## src/rtl/fifo_stream_reader_pkg.sv

```systemverilog
// Shared constants for the FIFO drain-side stream reader.
package fifo_stream_reader_pkg;

  localparam logic TRUE  = 1'b1;
  localparam logic FALSE = 1'b0;
  localparam logic ONE   = 1'b1;
  localparam logic ZERO  = 1'b0;

endpackage

```

## src/rtl/fifo_stream_reader.sv

```systemverilog
// Drains a fixed-latency FIFO read port into a credit-managed landing buffer
// and re-presents the words as a valid/ready stream.
module fifo_stream_reader
  import fifo_stream_reader_pkg::*;
#(
  parameter int WIDTH             = 32,
  parameter int LATENCY           = 2,
  parameter int BUF_DEPTH_IN_BITS = 2
) (
  input  logic                       clk,
  input  logic                       reset_n,
  input  logic                       fifo_empty,
  output logic                       fifo_req_r,
  input  logic [WIDTH-1:0]           fifo_data_r,
  input  logic                       fifo_valid_r,
  output logic [WIDTH-1:0]           out_data,
  output logic                       out_valid,
  input  logic                       out_ready,
  output logic [BUF_DEPTH_IN_BITS:0] level,
  output logic                       error
);

  localparam int DEPTH = 1 << BUF_DEPTH_IN_BITS;
  localparam int PW    = BUF_DEPTH_IN_BITS;
  localparam int LW    = BUF_DEPTH_IN_BITS + 1;
  // At most one request per cycle, so no more than LATENCY reads are ever outstanding.
  localparam int IW    = $clog2(LATENCY + 1);
  localparam logic [LW-1:0] DEPTH_L = LW'(DEPTH);

  logic [WIDTH-1:0] buf_q [DEPTH];
  logic [PW-1:0]    wp_q, wp_d;
  logic [PW-1:0]    rp_q, rp_d;
  logic [LW-1:0]    count_q, count_d;
  logic [IW-1:0]    inflight_q, inflight_d;
  logic             error_q, error_d;
  logic             push;
  logic             pop;
  logic             stray;

  // Stream handshake: a word transfers on every rising edge where out_valid and
  // out_ready are both high; out_valid/out_data stay put until that happens.
  always_comb begin
    level      = count_q + LW'(inflight_q);
    fifo_req_r = !fifo_empty && (level < DEPTH_L);
    out_valid  = (count_q != '0) ? ONE : ZERO;
    out_data   = buf_q[rp_q];
    error      = error_q;
    pop        = out_valid && out_ready;
    stray      = fifo_valid_r && (inflight_q == '0);
    push       = fifo_valid_r && !stray;

    inflight_d = inflight_q;
    if (fifo_req_r && !push) begin
      inflight_d = inflight_q + IW'(1);
    end else if (!fifo_req_r && push) begin
      inflight_d = inflight_q - IW'(1);
    end

    count_d = count_q;
    if (push && !pop) begin
      count_d = count_q + LW'(1);
    end else if (!push && pop) begin
      count_d = count_q - LW'(1);
    end

    wp_d    = push ? wp_q + PW'(1) : wp_q;
    rp_d    = pop  ? rp_q + PW'(1) : rp_q;
    error_d = stray ? TRUE : error_q;
  end

  always_ff @(posedge clk or negedge reset_n) begin
    if (!reset_n) begin
      wp_q       <= '0;
      rp_q       <= '0;
      count_q    <= '0;
      inflight_q <= '0;
      error_q    <= FALSE;
    end else begin
      wp_q       <= wp_d;
      rp_q       <= rp_d;
      count_q    <= count_d;
      inflight_q <= inflight_d;
      error_q    <= error_d;
    end
  end

  // Payload storage needs no reset: out_data is only meaningful while out_valid.
  always_ff @(posedge clk) begin
    if (push) begin
      buf_q[wp_q] <= fifo_data_r;
    end
  end

endmodule

```

## config.mk

```make
export PLATFORM = sky130hd
export DESIGN_NAME = fifo_stream_reader
export DESIGN_NICKNAME = d
export VERILOG_FILES = /design/src/rtl/fifo_stream_reader_pkg.sv /design/src/rtl/fifo_stream_reader.sv
export SDC_FILE = /design/constraint.sdc
export NUM_CORES = 1
export LEC_CHECK = 0
export CAP_MARGIN = 15
export CELL_PAD_IN_SITES_DETAIL_PLACEMENT = 1
export CELL_PAD_IN_SITES_GLOBAL_PLACEMENT = 1
export CORE_MARGIN = 3
export CORE_UTILIZATION = 43
export CTS_CLUSTER_DIAMETER = 60
export DETAILED_ROUTE_END_ITERATION = 10
export HOLD_SLACK_MARGIN = 0.06
export PLACE_DENSITY = 0.76
export RECOVER_POWER = 100
export REMOVE_ABC_BUFFERS = 1
export SYNTH_ARGS = -nofsm -noshare
export SYNTH_HDL_FRONTEND = slang
export SYNTH_SLANG_ARGS = --single-unit
```

## constraint.sdc

```tcl
create_clock -name clk -period 1.85 [get_ports clk]
set_input_delay 0.37 -clock clk [delete_from_list [all_inputs] [get_ports clk]]
set_output_delay 0.37 -clock clk [all_outputs]
set_load 0.01 [all_outputs]
```

---- After elaboration in Yosys (flattened, before gate mapping) ----
Memories as Yosys holds them, arrays and structs flattened.
Cells that the tools add are included.
storage, ports and cells
  output and inout port bits .............. 38
  RAM bits ................................ 128
  input port bits ......................... 37
  word-level logic and storage cells ...... 38
  bits in registers ....................... 10
  memories ................................ 1
operators by class
  add/sub/neg operators ................... 7
  multiplexer cells ....................... 7
  reduce and logical (&&, ||, !) cells .... 17
  $lt $le $gt $ge ......................... 1
memory list
  memory  words  bits a word  read ports  clocked after memory_dff  write ports  RTL line                  source
  buf_q   4      32           1           0                         1            fifo_stream_reader.sv:30  logic [WIDTH-1:0] buf_q [DEPTH];
operators by type and width
  cell                 number
  $logic_and 1x1->1    8
  $add 2x1->2 const B  3
  $mux 3               2
  $logic_not 1->1      5
  $mux 2               2
  $reduce_bool 2->1    2
  $add 3x1->3 const B  1
  $add 3x2->3          1
  $lt 3x3->1 const B   1
  $mux 1               3
  $reduce_bool 3->1    1
  $sub 3x1->3 const B  1
  $logic_not 2->1      1
  $sub 2x1->2 const B  1

---- Depth between registers and ports, before layout ----
  word-level depth ........................ 8
  mapped depth ............................ 8
  mapped depth without buffers ............ 8

---- Worst setup path after synthesis ----
No wires, ideal clock.
  kind .................................... reg2reg
  start ................................... register count_q[0]
  end ..................................... register inflight_q[1]
  required time ........................... 1771 ps
  path buffers ............................ 0
  setup slack ............................. -227 ps
  period minus slack after synthesis ...... 2077 ps
  arrival ................................. 1998 ps
  cell stages (with the launch flop) ...... 9
  setup time .............................. 79 ps
  cells stage by stage .................... dfrtp_1 ha_1 fa_1 xor2_1 nor2_1 ha_1 xor2_1 nor2_1 xor2_1
on the way
  cells in the longest elaborated chain, start to end .. 6
  elaborated cells between the ends (all ways) .. 8
  classes of those cells .................. add/sub: 1; order compare: 1; mux: 1; reduce/logical: 5
RTL lines
  item                                RTL line                  source
  from (decl)                         fifo_stream_reader.sv:33  logic [LW-1:0] count_q, count_d;
  from (signal assigned)              fifo_stream_reader.sv:81  count_q <= count_d;
  $add 3x2->3 (*)                     fifo_stream_reader.sv:43  level = count_q + LW'(inflight_q);
  net level[2]                        fifo_stream_reader.sv:19  output logic [BUF_DEPTH_IN_BITS:0] level,
  $lt 3x3->1 (*)                      fifo_stream_reader.sv:44  fifo_req_r = !fifo_empty && (level < DEPTH_L);
  $logic_and 1x1->1 (*)               fifo_stream_reader.sv:44
  net fifo_req_r                      fifo_stream_reader.sv:13  output logic fifo_req_r,
  $logic_not 1->1                     fifo_stream_reader.sv:55  end else if (!fifo_req_r && push) begin
  $logic_and 1x1->1                   fifo_stream_reader.sv:55
  $reduce_bool 2->1 (no source line)  --
  to (signal assigned)                fifo_stream_reader.sv:82  inflight_q <= inflight_d;
  to (decl)                           fifo_stream_reader.sv:34  logic [IW-1:0] inflight_q, inflight_d;
Mark *: on every way through the listed nets, which the timed path passes. The rest lies on a longest branch.
A chain may end at the register's enable or synchronous reset.

---- Final worst setup path ----
  start ................................... register count_q[0]
  end ..................................... output fifo_req_r
on the way
  cells in the longest elaborated chain, start to end .. 3
RTL lines
  item               RTL line
  $add 3x2->3        fifo_stream_reader.sv:43
  $lt 3x3->1         fifo_stream_reader.sv:44
  $logic_and 1x1->1  fifo_stream_reader.sv:44
  to (decl)          fifo_stream_reader.sv:13
No other way between the ends.

==> run_results.csv <==
group,metric,value,unit
die,dieArea,13550,µm²
timing,min_period_over_period,1.179,
synth,synth_area,5240,µm²
clock_network,cts_buffers,17,
synth,ys_ff_latch,138,
synth,ys_warn_count,0,
status,violations,"setup timing",
pwr,max-vdd-ir-drop,0.001080,V
critical_path,critPathRequiredTime,1.48,ns
die,placementRows,39,
die,die_x,116.4,µm
synth,ys_top_cells_by_area,"edfxtp_1 73%, mux4_2 12%, dfrtp_1 4.8%, mux4_1 2.0%, ha_1 1.7%",
synth,syn_inst,216,
die,die_h,116.4,µm
drt,vias,2611,
final_layout,multi_input_area,1086,µm²
pwr,power_frac_comb,0.369,
global_route,grt_pass1_vias,2834,
global_route,grtUsageTotal,0.1692,
synth,synth_top_area_frac,0.7335,
global_route,antenna_found_initial,1,
final_layout,syn2layout_area_growth,36.13,%
pwr,p_sw_frac,0.2767,
final_layout,stdcell_count,496,
clock_network,insertion_delay,0.42,ns
status,status,"finished with violations",
min_path,hold_class,"input port to asynchronous set/reset pin",
timing,slew-limit-headroom,0.6846,
pwr,power.static_leakage,2.532,nW
die,core-area,11660,µm²
clock_network,cts_tree,"built",
place,dp_slack,-0.3563,ns
critical_path,start_kind,"flip-flop",
drt,firstDrtPassIters,4,
timing,finalCriticalPeriod,2.182,ns
critical_path,arrival,1.81,ns
critical_path,critPathCaptureType,"primary output",
timing,finalClockSkew,0.008548,ns
place,dpl.cell_count,453,
clock_network,cts-htree-levels,4,
synth,yosysUniqueCellTypes,21,
final_layout,antenna_cells,0,
clock_network,cts-root-buf,"clkbuf_16",
final_layout,num-fill-cells,1001,
timing,setup_viol,156,
timing,tightest_slew,0.4716,ns
synth,avgSynthCellArea,24.26,µm²
timing,max_freq,458.3,MHz
final_layout,fin_util,0.6116,
global_route,grt_pass1_wl,16.24,mm
clock_network,clock_path_buffers,2,
die,start_util,0.4493,
timing,timing.final.ws_setup,-0.3319,ns
drt,vias_per_cell,5.264,
drt,drc,0,
clock_network,cts-hold-fix-buffers,0,
critical_path,r2r-start,"count_q[0]",
flow_run,max_cap_violations,0,
critical_path,crit_start,"count_q[0]",
synth,ys_seq_area_frac,0.7813,
drt,wl_per_cell,21.25,µm
pwr,power.internal,9.053,mW
place,place_congestion,0.7536,
pwr,power_frac_clock,0.283,
timing,rsz0062_at_grt,"true",
critical_path,critPathMaxFanout,2,
drt,drt-total-wl,10.54,mm
final_layout,regArea,4096,µm²
global_route,grt_max_degree,27,
drt,drtAntennaViolNets,0,
critical_path,critPathKind,"flip-flop to primary output",
timing,slew_violations,0,
pwr,switchingPower,3.464,mW
final_layout,finalNetCount,386,
synth,yosysTopAreaCell,"edfxtp_1",
clock_network,clkSinkCount,138,
die,io_pins,75,
global_route,overflow,0,
timing,hold_viol_final,0,
drt,drt_iter0_drc,178,
final_layout,drive_gt1_frac,0.4306,
pwr,power_frac_seq,0.348,
place,hpwlAfterDp,6.557,mm
pwr,fin_total_pwr,12.52,mW
clock_network,clkTransAtPathRegs,0.06,ns
place,numPortBuffers,74,
pwr,powerDensity,1755,nW/µm²
==> worst max-delay path: stages (launching register included) <==
cell and delay [ns]:
dfrtp_1 0.40, ha_2 0.20, fa_2 0.37, xor2_2 0.17, nor2_2 0.12, buf_2 0.15
==> cells by family after synthesis <==
logic type | share of synthesized area
simple gates | 0.01050
compound gates | 0.002387
fa+ha+maj | 0.02435
mux | 0.1447
buf+inv | 0.02006
flops | 0.7813
xor+xnor | 0.01671
==> cell usage in the layout, fill, tap and decap left out, types with 6 or more instances in the layout <==
cell	synthesis	layout
clkbuf_16	0	17
buf_2	3	9
dlygate4sd3_1	0	34
buf_4	0	17
clkbuf_1	1	6
mux4_2	28	32
buf_6	1	42
edfxtp_1	128	128
dfrtp_1	10	8
==> power by group through the flow <==
stage / registers (mW) / clock network [mW] / logic, mW
finish: 4.36 / 3.54 / 4.62
global route: 4.42 / 3.77 / 4.98
CTS: 4.36 / 3.60 / 4.70
detailed placement: 4.40 / 0 / 4.25
global placement: 4.34 / 0 / 4.18
floorplan: 4.58 / 0 / 1.80
==> cell usage after synthesis <==
library cell	instances
nand2_1	1
buf_12	3
xnor2_1	5
mux2_2	2
o21ai_1	1
clkbuf_1	1
nand3_1	1
or3_1	1
inv_1	4
dfrtp_1	10
xor2_1	5
fa_1	2
mux4_1	4
ha_1	7
nor2_1	4
buf_6	1
mux4_2	28
a21o_1	1
buf_2	3
edfxtp_1	128
and2_1	4
==> metal layers <==
layer / share of wire / track usage / up-vias
li1: - / - / 1133
met1: 0.44 / 0.2246 / 1374
met2: 0.49 / 0.2643 / 84
met3: 0.054 / 0.05596 / 18
met4: 0.016 / 0.06032 / 2
met5: 0.0012 / 0 / -
==> what timing repair did <==
item                                    4_1_cts  5_1_grt
endpoints found under the setup margin       41       40
buffers inserted                              8        5
gates cloned                                  1        0
resized for setup                           197       12
pin swaps                                     4        9
==> sequential cells by signal (all words and copies together), names as in the netlist <==
| name | cells |
|---|---|
| buf_q | 128 |
| count_q | 3 |
| inflight_q | 2 |
| rp_q | 2 |
| wp_q | 2 |
| error | 1 |
==> path summary, 6_finish.rpt <==
check | cells past startpoint | endpoint | slack, ns
min in group clk | 1 | error | 0.45
max in group asynchronous | 1 | rp_q[0] | 1.15
setup / recovery | 5 | fifo_req_r | -0.33
setup reg to reg | 10 | count_q[2] | -0.29
hold / removal | 1 | error | 0.35
hold reg to reg | 1 | error | 0.45
==> area by class of cell <==
cell class,instances,share of cell area
flip-flops and latches,138,0.5743
repair buffers,113,0.1589
multi-input cells,66,0.1523
clock buffers,25,0.06806
well taps,143,0.02508
clock inverters,7,0.01929
inverters,4,0.002105
==> per-stage QoR <==
stage | area (µm²) | hold WS [ns] | TNS [ns]
2_1_floorplan | 5150 | 0.07441 | -23.55
3_3_place_gp | 6362 | 0.4474 | -5.825
3_5_place_dp | 6362 | 0.4508 | -6.915
4_1_cts | 7117 | 0.2796 | -10.99
5_1_grt | 7133 | 0.3648 | -27.74
6_report | 7133 | 0.3479 | -11.14
(Power assumes the default switching activity.)
==> RTL edit: new RTL, same flow settings <==
`WIDTH`: 32 -> 48.
--- a/src/rtl/fifo_stream_reader.sv
+++ b/src/rtl/fifo_stream_reader.sv
@@ -3,7 +3,7 @@
 module fifo_stream_reader
   import fifo_stream_reader_pkg::*;
 #(
-  parameter int WIDTH             = 32,
+  parameter int WIDTH             = 48,
   parameter int LATENCY           = 2,
   parameter int BUF_DEPTH_IN_BITS = 2
 ) (
Ports: changed (resized fifo_data_r and out_data); port bits go from 75 to 107. The function was not compared with the original's and may differ.
==> RTL edit against the original RTL <==
- the run still ends with negative setup slack left
- setup slack lost 0.11 ns
- wire length grew 47%
- sequential cell count grew 64
- design area grew 42%
- global-route usage shrank 0.76 points
- cell count grew 40%
- largest power group is now sequential cells
- area after synthesis grew 44%
- power grew 38%
==> RTL edit: results (changes against the original RTL) <==
Non-filler cells, final: 693 (was 496)
Run status: finished with violations (unchanged)
Critical Path AT: 1.92 ns (was 1.81 ns)
Post-synth top cells: edfxtp_1, mux4_2, dfrtp_1, ha_1 (unchanged)
Post-synthesis xor/xnor area fraction: 1.159% (was 1.671%)
First-pass GRT wire length: 24.04 mm (was 16.24 mm)
H-tree depth: 1 (was 4)
Final setup viols: 55 (was 156)
Reg2Reg Setup Slack: -0.39 ns (was -0.29 ns)
Sequential area share after synthesis: 79.62% (was 78.13%)
Post-DP Area: 9206 um^2 (was 6362 um^2)
Worst Clk Skew: 0.009772 ns (was 0.008548 ns)
Number of global-route vias before repair: 4,048 (was 2,834)
Yosys cell types: 20 (was 21)
Post-synthesis mux area share: 14.61% (was 14.47%)
Violated checks: negative setup slack (unchanged)
Layout cells sized above 1: 39.53% (was 43.06%)
Pre-antenna DRT Iters: 6 (was 4)
CTS resizes: 263 (was 197)
1st-iter DRT viols: 230 (was 178)
Maximum vdd drop: 1155 uV (was 1080 uV)
DP Wirelength: 9.440 mm (was 6.557 mm)
Largest net degree at the start of global routing: 22 (was 27)
# port buffers: 106 (was 74)
Clk Latency, worst-skew pair: 0.48 ns (was 0.42 ns)
Cell Count Post-Placement: 643 (was 453)
Comb group: 6280 uW (was 4620 uW)
Total GRT Usage: 16.16% (was 16.92%)
Post-CTS setup buffers: 10 (was 8)
Post-synth EDFFs: 192 (was 128)
Cell Int Power: 12,520 uW (was 9053 uW)
PnR worst setup slack: -0.4386 ns (was -0.3319 ns)
Wl on met1: 6.629 mm (was 4.638 mm)
Setup TNS: -20.15 ns (was -11.14 ns)
Lkg Pwr: 0.003500 uW (was 0.002532 uW)
Critical Path Start: rp_q[0] (was count_q[0])
Fin nets: 521 (was 386)
CP endpoint: out_data[9] (was fifo_req_r)
Vias per inst: 5.186 (was 5.264)
Clock buffer depth: 3 (was 2)
Synth Area in Adders: 1.689% (was 2.436%)
Initial antenna violation count: 2 (was 1)
Pre-CTS setup slack: -0.3829 ns (was -0.3563 ns)
Worst slew pin tran: 0.5015 ns (was 0.4716 ns)
CTS buffer count: 21 (was 17)
Met2 WL: 7.764 mm (was 5.157 mm)
Largest regs: buf_q: 192 flops, count_q: 3 flops (was buf_q: 128 flops, count_q: 3 flops)
Synth area leaders: edfxtp_1, mux4_2, dfrtp_1 (unchanged)
Clock Power Share: 27.0% (was 28.3%)
Post-synthesis instance total: 299 (was 216)
Routability congestion estimate: 0.7398 (was 0.7536)
Critical path fanouts, max: 8 (was 2)
## RTL edit: changes by cell type after synthesis, sizes merged
cell    delta
edfxtp    +64
mux4      +16
buf        +4
clkbuf     -1
## RTL edit: critical path: stages, from the launching register on
cell and delay, ns:
dfrtp_4 0.48, buf_4 0.14, buf_12 0.13, mux4_2 0.54, buf_6 0.14
## RTL edit: kinds of logic after synthesis
| logic type | Yosys count |
|---|---|
| simple gates | 11 |
| fa+ha+maj | 9 |
| mux | 50 |
| flops | 202 |
| compound gates | 2 |
| xor+xnor | 10 |
| buf+inv | 15 |
## RTL edit: layer usage
layer	track usage, %	vias to the layer above
met5	0	-
met4	2.808	2
met3	4.138	19
met2	27.13	111
met1	22.00	1888
li1	-	1574
## RTL edit: area by class of cell
class / instances / area (um^2)
clock buffer: 22 / 529.3
fill: 1412 / 6754
clock inverter: 15 / 246.5
sequential: 202 / 6021
tap: 220 / 275.3
timing repair buffer: 148 / 1585
inverter: 4 / 15.01
multi-input combinational: 82 / 1451
